$ cat config.mk
export PLATFORM = sky130hd
export DESIGN_NAME = nx_node_egress_arbiter
export DESIGN_NICKNAME = d
export VERILOG_FILES = /design/src/rtl/nx_node_egress_arbiter.sv
export SDC_FILE = /design/constraint.sdc
export NUM_CORES = 1
export LEC_CHECK = 0
export CAP_MARGIN = 25
export CORE_UTILIZATION = 49
export DETAILED_ROUTE_END_ITERATION = 7
export MAX_ROUTING_LAYER = met4
export PLACE_DENSITY = 0.76
export SYNTH_ARGS = -nofsm -noshare
export SYNTH_HDL_FRONTEND = slang
export SYNTH_SLANG_ARGS = --single-unit
$ cat constraint.sdc
create_clock -name clk_i -period 2.66 [get_ports clk_i]
set_clock_uncertainty 0.05 [all_clocks]
set_input_delay 0.532 -clock clk_i [delete_from_list [all_inputs] [get_ports clk_i]]
set_output_delay 0.532 -clock clk_i [all_outputs]
set_load 0.01 [all_outputs]
$ cat src/rtl/nx_node_egress_arbiter.sv
// Egress arbiter: per-source 2-entry FIFOs, burst-limited round-robin selection,
// and a registered valid/ready output stage driving the node's single message port.

package nx_node_pkg;
   typedef struct packed {
      logic [3:0]  cmd;
      logic [11:0] addr;
      logic [15:0] payload;
   } node_message_t;
endpackage

module nx_node_egress_arbiter
   import nx_node_pkg::*;
#(
   parameter int INPUTS    = 2,
   parameter int MAX_BURST = 4
) (
   input  logic                              clk_i,
   input  logic                              rst_i,
   output logic                              idle_o,
   input  node_message_t [INPUTS-1:0]        in_data_i,
   input  logic [INPUTS-1:0]                 in_valid_i,
   output logic [INPUTS-1:0]                 in_ready_o,
   output node_message_t                     msg_data_o,
   output logic                              msg_valid_o,
   input  logic                              msg_ready_i,
   output logic [$clog2(INPUTS)-1:0]         grant_o
);

   localparam int GW = $clog2(INPUTS);
   localparam int BW = $clog2(MAX_BURST + 1);

   node_message_t     fifo_mem [INPUTS][2];
   logic [1:0]        fifo_cnt [INPUTS];
   logic              fifo_wp  [INPUTS];
   logic              fifo_rp  [INPUTS];
   logic [INPUTS-1:0] fifo_ne;
   logic [INPUTS-1:0] push;
   logic [INPUTS-1:0] pop;

   logic [GW-1:0]     rr_ptr;
   logic [BW-1:0]     burst_cnt;
   logic [GW-1:0]     rr_nxt;
   logic [BW-1:0]     burst_nxt;
   logic              load;
   logic              grant_vld;
   logic [GW-1:0]     grant_idx;
   logic [GW-1:0]     scan_idx;
   logic              any_ne;

   assign load = !msg_valid_o || msg_ready_i;

   // Ready is a function of the registered count only, so msg_ready_i never reaches a source.
   always_comb begin
      fifo_ne    = '0;
      in_ready_o = '0;
      push       = '0;
      for (int i = 0; i < INPUTS; i++) begin
         fifo_ne[i]    = (fifo_cnt[i] != 2'd0);
         in_ready_o[i] = rst_i && (fifo_cnt[i] != 2'd2);
         push[i]       = in_valid_i[i] && in_ready_o[i];
      end
   end

   always_comb begin
      grant_vld = 1'b0;
      grant_idx = '0;
      scan_idx  = '0;
      for (int k = 0; k < INPUTS; k++) begin
         scan_idx = GW'((int'(rr_ptr) + k) % INPUTS);
         if (!grant_vld && fifo_ne[scan_idx]) begin
            grant_vld = 1'b1;
            grant_idx = scan_idx;
         end
      end
   end

   always_comb begin
      pop = '0;
      for (int i = 0; i < INPUTS; i++) begin
         pop[i] = load && grant_vld && (grant_idx == GW'(i));
      end
   end

   // grant_o doubles as the previous winner for burst counting.
   always_comb begin
      rr_nxt    = rr_ptr;
      burst_nxt = burst_cnt;
      if (load && grant_vld) begin
         if (grant_idx == grant_o) begin
            burst_nxt = burst_cnt + 1'b1;
         end else begin
            burst_nxt = BW'(1);
            rr_nxt    = grant_idx;
         end
         if (burst_nxt == BW'(MAX_BURST)) begin
            rr_nxt    = GW'((int'(grant_idx) + 1) % INPUTS);
            burst_nxt = '0;
         end
      end
   end

   always_comb begin
      any_ne = 1'b0;
      for (int i = 0; i < INPUTS; i++) begin
         any_ne = any_ne || fifo_ne[i];
      end
   end

   assign idle_o = !any_ne && !msg_valid_o;

   always_ff @(posedge clk_i) begin
      if (!rst_i) begin
         for (int i = 0; i < INPUTS; i++) begin
            fifo_cnt[i] <= 2'd0;
            fifo_wp[i]  <= 1'b0;
            fifo_rp[i]  <= 1'b0;
         end
         msg_valid_o <= 1'b0;
         msg_data_o  <= '0;
         grant_o     <= '0;
         rr_ptr      <= '0;
         burst_cnt   <= '0;
      end else begin
         for (int i = 0; i < INPUTS; i++) begin
            if (push[i]) begin
               fifo_mem[i][fifo_wp[i]] <= in_data_i[i];
               fifo_wp[i]              <= ~fifo_wp[i];
            end
            if (pop[i]) begin
               fifo_rp[i] <= ~fifo_rp[i];
            end
            if (push[i] && !pop[i]) begin
               fifo_cnt[i] <= fifo_cnt[i] + 2'd1;
            end else if (!push[i] && pop[i]) begin
               fifo_cnt[i] <= fifo_cnt[i] - 2'd1;
            end
         end
         if (load) begin
            msg_valid_o <= grant_vld;
            if (grant_vld) begin
               msg_data_o <= fifo_mem[grant_idx][fifo_rp[grant_idx]];
               grant_o    <= grant_idx;
            end
         end
         rr_ptr    <= rr_nxt;
         burst_cnt <= burst_nxt;
      end
   end

endmodule

==> impl_metrics.tcl, run 1 <==
set metrics [dict create \
    die_x_um 122.0 \
    n_fill_cell 1031 \
    num_rows 43 \
    path_buf_inv 1 \
    ys_types 46 \
    grt_pass1_vias 4507 \
    multi_input_area_sq_um 2039 \
    post-place-cells 756 \
    dp_hpwl_mm 9.656 \
    nNetsFinal 669 \
    rsz0062_at_grt "false" \
    grt_max_degree 38 \
    path_cells "or2_4 -> nor3b_1 -> clkdlybuf4s50_1" \
    grt_first_pass_wirelength_mm 22.90 \
    drtAntennaViolNets 0 \
    power_leakage_nw 3.077 \
    synth_edf_count 136 \
    drv_slew 0 \
    syn_area_per_cell_sq_um 14.46 \
    max_stage_delay_ns 0.56 \
    initial_core_util 0.5043 \
    ys_ff_latch 174 \
    synth_fa_ha_area_frac 0.007095 \
    yosys.area_share.simple 0.07254 \
    clock_latency_ns 0.42 \
    drt_iter0_markers 355 \
    post-route-period-util 0.9498 \
    r2r_slack_ns 0.30 \
    core_area_sq_um 13990 \
    slowest_stage "clkdlybuf4s50_1" \
    num_vias 4421 \
    diodes 0 \
    hold_viol 0 \
    cts_tree "yes" \
    synth_fp_nets 561 \
    drc 0 \
    syn_inst 488 \
    overflow 0 \
    io_pins 106 \
    dieArea_sq_um 14880 \
    gp_congestion 0.8088 \
    synthMuxAreaShare 0.09791 \
    worst_setup_path_start_kind "register" \
    io_buffers 105 \
    ys_seq_area_frac 0.6868 \
    end_kind "primary output" \
    worstHoldPathType "reg2reg" \
    vias_per_cell 5.603 \
    grt_use_total 0.2155 \
    crit_arrival_ns 1.94 \
    clock_path_buffers 2 \
    drive_above_1_share 0.1478 \
    h-tree-depth 4 \
    register_area_sq_um 4845 \
    ys.flop_type "edfxtp_1" \
    synth_top_family_by_area "compound AO/OA/AOI/OAI gates" \
    tns_ns 0 \
    path_clk_slew_ns 0.06 \
    final_cell_count_no_fill 789 \
    max_freq_mhz 395.8 \
    cts_hold_buf 0 \
    synth-compound-area-share 0.1023 \
    wire_per_inst_um 18.67 \
    numCtsBuffers 17 \
    clock-root-buffer "clkbuf_16" \
    drv_cap 0 \
    netlist_area_sq_um 7054 \
    fin_crit_ns 2.526 \
    path_class "reg2out" \
    status "completed" \
    die_h_um 122.0 \
    worst_slew_margin_rel 0.3727 \
    worstPathRequired_ns 2.08 \
    worstMarginPinSlew_ns 0.9387 \
    vdd_drop_max_mv 0.6301 \
    drt_wl_total_mm 14.73 \
    synthArstFlopShare 0 \
    clkSinkCount 174 \
    p_per_area_nw_per_um2 1038 \
    setup_violations 0 \
    first_pass_iters 5 \
    crit_family "buffers and inverters" \
    area_growth_pct 26.52 \
    critPathMaxFanout 7 \
    synth_warnings 0 \
    antenna_found_initial 0 \
    synth-xor-area-share 0.003725 \
]
==> Yosys cell counts, drive strengths merged, types with 3 or more instances <==
| master | instances | share of area |
|---|---|---|
| edfxtp | 136 | 0.58 |
| nand2 | 39 | 0.021 |
| nand3 | 39 | 0.028 |
| dfxtp | 38 | 0.11 |
| o211ai | 36 | 0.038 |
| a21boi | 34 | 0.036 |
| mux2i | 33 | 0.047 |
| mux2 | 32 | 0.051 |
| buf | 19 | 0.016 |
| clkbuf | 15 | 0.011 |
| nor2 | 9 | 0.0048 |
| o21ai | 7 | 0.0055 |
| inv | 5 | 0.0027 |
| a21oi | 4 | 0.0028 |
| and2 | 4 | 0.0035 |
| ha | 4 | 0.0071 |
| nand2b | 4 | 0.0035 |
| nor2b | 3 | 0.0027 |
| xnor2 | 3 | 0.0037 |
==> path summary, 6_finish.rpt <==
kind | from | to | cells after the start
worst max-delay path | fifo_cnt[0][1] | idle_o | 3
worst min-delay path | msg_data_o[11] | msg_data_o[11] | 2
worst max register to register | fifo_cnt[1][0] | fifo_cnt[1][0] | 6
worst min register to register | msg_data_o[11] | msg_data_o[11] | 2
==> sequential cells by signal, indices dropped and copies added, names as in the netlist <==
register	count
fifo_mem	128
msg_data_o	32
fifo_cnt	4
burst_cnt	3
fifo_rp	2
fifo_wp	2
grant_o	1
msg_valid_o	1
rr_ptr	1
==> tightest hold or removal path: stages (launching register included) <==
cell and delay, ns:
dfxtp_1 0.31, nand2_1 0.05, a21boi_1 0.05
==> final cells by class <==
type / instances / share of cell area
Sequential cell: 174 / 0.5428
Inverter: 5 / 0.002103
Timing Repair Buffer: 123 / 0.1351
Clock buffer: 26 / 0.05706
Tap cell: 180 / 0.02523
Multi-Input combinational cell: 275 / 0.2285
Clock inverter: 6 / 0.009113
==> repair_timing <==
item / CTS / global route
buffers inserted: 0 / 1
setup endpoints to repair: 0 / 1
resized for setup: 0 / 2
==> stage by stage <==
step	util	hold slack (ns)	worst slack [ns]	area (sq um)	total power, mW
after detailed placement	0.5949	0.3980	0.3456	8322	6.849
after floorplan	-	0.4052	0.3326	7059	5.810
final	0.6380	0.4029	0.1336	8925	9.267
after global placement	0.5949	0.3963	0.3997	8322	6.725
after CTS	0.6371	0.4065	0.01888	8912	9.299
after global routing	0.6380	0.4193	0.03590	8925	9.725
==> cells by family after synthesis <==
logic type	after synthesis
AO/OA/AOI/OAI	96
XOR/XNOR	3
adder cells (fa/ha/maj)	4
buffers and inverters	39
flip-flops	174
multiplexers	65
AND/OR/NAND/NOR	107
==> placed cells by master, fill, tap and decap left out, types with 3 or more instances in the layout <==
cell type | synthesis | final
a21boi_1 | 30 | 30
nand2b_1 | 4 | 4
buf_4 | 0 | 16
mux2i_1 | 33 | 33
o211ai_1 | 36 | 36
mux2_2 | 32 | 32
clkbuf_16 | 0 | 17
nand2_1 | 39 | 39
a21oi_1 | 4 | 4
xnor2_1 | 3 | 3
nor2_4 | 0 | 3
nand3_1 | 39 | 39
nor2_1 | 9 | 6
clkdlybuf4s50_1 | 0 | 104
o21ai_0 | 6 | 6
dfxtp_1 | 38 | 38
edfxtp_1 | 136 | 136
ha_1 | 4 | 3
nor2b_1 | 3 | 3
a21boi_0 | 4 | 4
clkbuf_1 | 13 | 4
clkbuf_8 | 2 | 5
inv_1 | 5 | 5
==> report_power, final <==
group / switching, mW / internal (mW) / total (mW)
clock network: 0.937 / 1.50 / 2.44
logic: 1.73 / 1.45 / 3.18
registers: 0.246 / 3.40 / 3.65
==> per-layer routing <==
| layer | vias to the layer above | part of all wire | GRT usage | routed length [um] |
|---|---|---|---|---|
| met5 | - | 0 | - | 0 |
| met4 | 0 | 0.024 | 0.09799 | 349 |
| met3 | 26 | 0.052 | 0.03839 | 765 |
| met2 | 146 | 0.52 | 0.3619 | 7644 |
| met1 | 2180 | 0.41 | 0.2519 | 5974 |
| li1 | 2069 | - | - | - |
Note: power is estimated with default switching activity, not from simulation.
==> run 2: changes to the inputs <==
MAX_ROUTING_LAYER = not set   (was met4)
==> run 2 against run 1 <==
Net effect: clock-buffer cell count unchanged; clock power about the same; utilization unchanged; global-route usage decreased by 0.61 points; fmax decreased by 0.48%; via count increased by 0.50%; critical path depth unchanged; critical path type unchanged; highest routed layer unchanged.
==> impl_metrics.tcl, run 2 (synthesis results as in run 1) <==
set metrics [dict create \
    power.total_mw 9.262 \
    drc 0 \
    max_stage_delay_ns 0.56 \
    io_pins 106 \
    antenna_found_initial 0 \
    area_growth_pct 26.52 \
    hold_path_startpoint "msg_data_o[11]" \
    path_buf_inv 1 \
    worstMarginPinSlew_ns 0.9122 \
    drt_iter0_markers 333 \
    worstPathRequired_ns 2.08 \
    largest_register_ffs 128 \
    numCtsBuffers 17 \
    setup_violations 0 \
    drt_wl_total_mm 14.71 \
    end_kind "primary output" \
    grt_pass1_vias 4510 \
    overflow 0 \
    max_freq_mhz 393.9 \
    whs_ns 0.4028 \
    crit_family "buffers and inverters" \
    final_cell_mix "edfxtp_1, clkdlybuf4s50_1, nand3_1, nand2_1, dfxtp_1" \
    clock_path_buffers 2 \
    worst_slew_margin_rel 0.3904 \
    fin_crit_ns 2.539 \
    clock-root-buffer "clkbuf_16" \
    cts_tree "yes" \
    tns_ns 0 \
    grt_first_pass_wirelength_mm 22.90 \
    final_area_sq_um 8925 \
    n_fill_cell 1031 \
    nNetsFinal 669 \
    drv_cap 0 \
    hold_viol 0 \
    num_vias 4443 \
    placed_cell_area_sq_um 8322 \
    crit_arrival_ns 1.96 \
    vias_per_cell 5.631 \
    final_common_cell "edfxtp_1" \
    num_rows 43 \
    die_h_um 122.0 \
    rr_worst_depth 6 \
    reg2reg_to "fifo_cnt[1][1]" \
    core_area_sq_um 13990 \
    crit-reg2reg-launch "fifo_cnt[1][0]" \
    vdd_drop_max_mv 0.6257 \
    dp_hpwl_mm 9.656 \
    post-route-period-util 0.9544 \
    drive_above_1_share 0.1478 \
    initial_core_util 0.5043 \
    wire_per_inst_um 18.65 \
    h-tree-depth 4 \
    diodes 0 \
    slowest_stage "clkdlybuf4s50_1" \
    cts_hold_buf 0 \
    gp_congestion 0.7975 \
    worstHoldPathType "reg2reg" \
    r2r_slack_ns 0.31 \
    p_per_area_nw_per_um2 1038 \
    drv_slew 0 \
    critPathMaxFanout 7 \
    worst_setup_path_start_kind "register" \
    path_clk_slew_ns 0.06 \
    io_buffers 105 \
    holdPathStages 2 \
    grt_max_degree 38 \
    clock_latency_ns 0.43 \
    whs_endpoint "msg_data_o[11]" \
    path_cells "or2_4 -> nor3b_1 -> clkdlybuf4s50_1" \
    path_class "reg2out" \
    drtAntennaViolNets 0 \
    dieArea_sq_um 14880 \
    rsz0062_at_grt "false" \
    clkSinkCount 174 \
    status "completed" \
    grt_use_total 0.2095 \
    power_leakage_nw 3.077 \
    first_pass_iters 5 \
    die_x_um 122.0 \
]
run 2: cell counts in the layout (fill, tap and decap cells not counted):
No cell type changed its count.
run 2: tightest hold or removal path, stage by stage, from the launching register on:
cell	delay, ns
dfxtp_1	0.31
nand2_1	0.05
a21boi_1	0.05
run 2: area by class of cell:
type	count	area, sq um	share of cell area
clock buffer	26	509.2	0.05706
clock inverter	6	81.33	0.009113
inverter	5	18.77	0.002103
multi-input combinational	275	2039	0.2285
sequential	174	4845	0.5428
tap	180	225.2	0.02523
timing repair buffer	123	1206	0.1351
run 2: metal layers:
| metal | vias up | track usage | routed length (um) |
|---|---|---|---|
| li1 | 2070 | - | - |
| met1 | 2212 | 0.2513 | 6033 |
| met2 | 138 | 0.3619 | 7654 |
| met3 | 23 | 0.03933 | 680 |
| met4 | 0 | 0.1003 | 344 |
| met5 | - | 0 | 0 |
run 2: repair_timing:
action / 4_1_cts / 5_1_grt
setup buffers: 0 / 1
endpoints found under the setup margin: 0 / 1
gates resized for setup: 0 / 2
run 2: worst max path at each step:
stage / endpoint / start / cells past startpoint / slack (ns)
global placement: fifo_cnt[1][1] / fifo_cnt[1][0] / 6 / 0.40
global route: idle_o / fifo_cnt[1][0] / 4 / 0.03
floorplan: fifo_mem[1][0] / fifo_cnt[1][0] / 5 / 0.33
detailed placement: fifo_cnt[1][1] / fifo_cnt[1][0] / 6 / 0.35
CTS: idle_o / fifo_cnt[0][0] / 3 / 0.02
finish: idle_o / fifo_cnt[0][1] / 3 / 0.12
run 2: metrics by stage:
| step | cells | setup WS [ns] | util |
|---|---|---|---|
| 5_1_grt | 789 | 0.03479 | 0.6380 |
| 2_1_floorplan | 488 | 0.3326 | - |
| 4_1_cts | 788 | 0.01888 | 0.6371 |
| 3_5_place_dp | 756 | 0.3456 | 0.5949 |
| 6_report | 789 | 0.1213 | 0.6380 |
| 3_3_place_gp | 756 | 0.3997 | 0.5949 |
run 2: power by group:
| group | internal (mW) | switching (mW) |
|---|---|---|
| logic | 1.45 | 1.72 |
| clock network | 1.50 | 0.940 |
| registers | 3.40 | 0.245 |
| total | 6.36 | 2.90 |
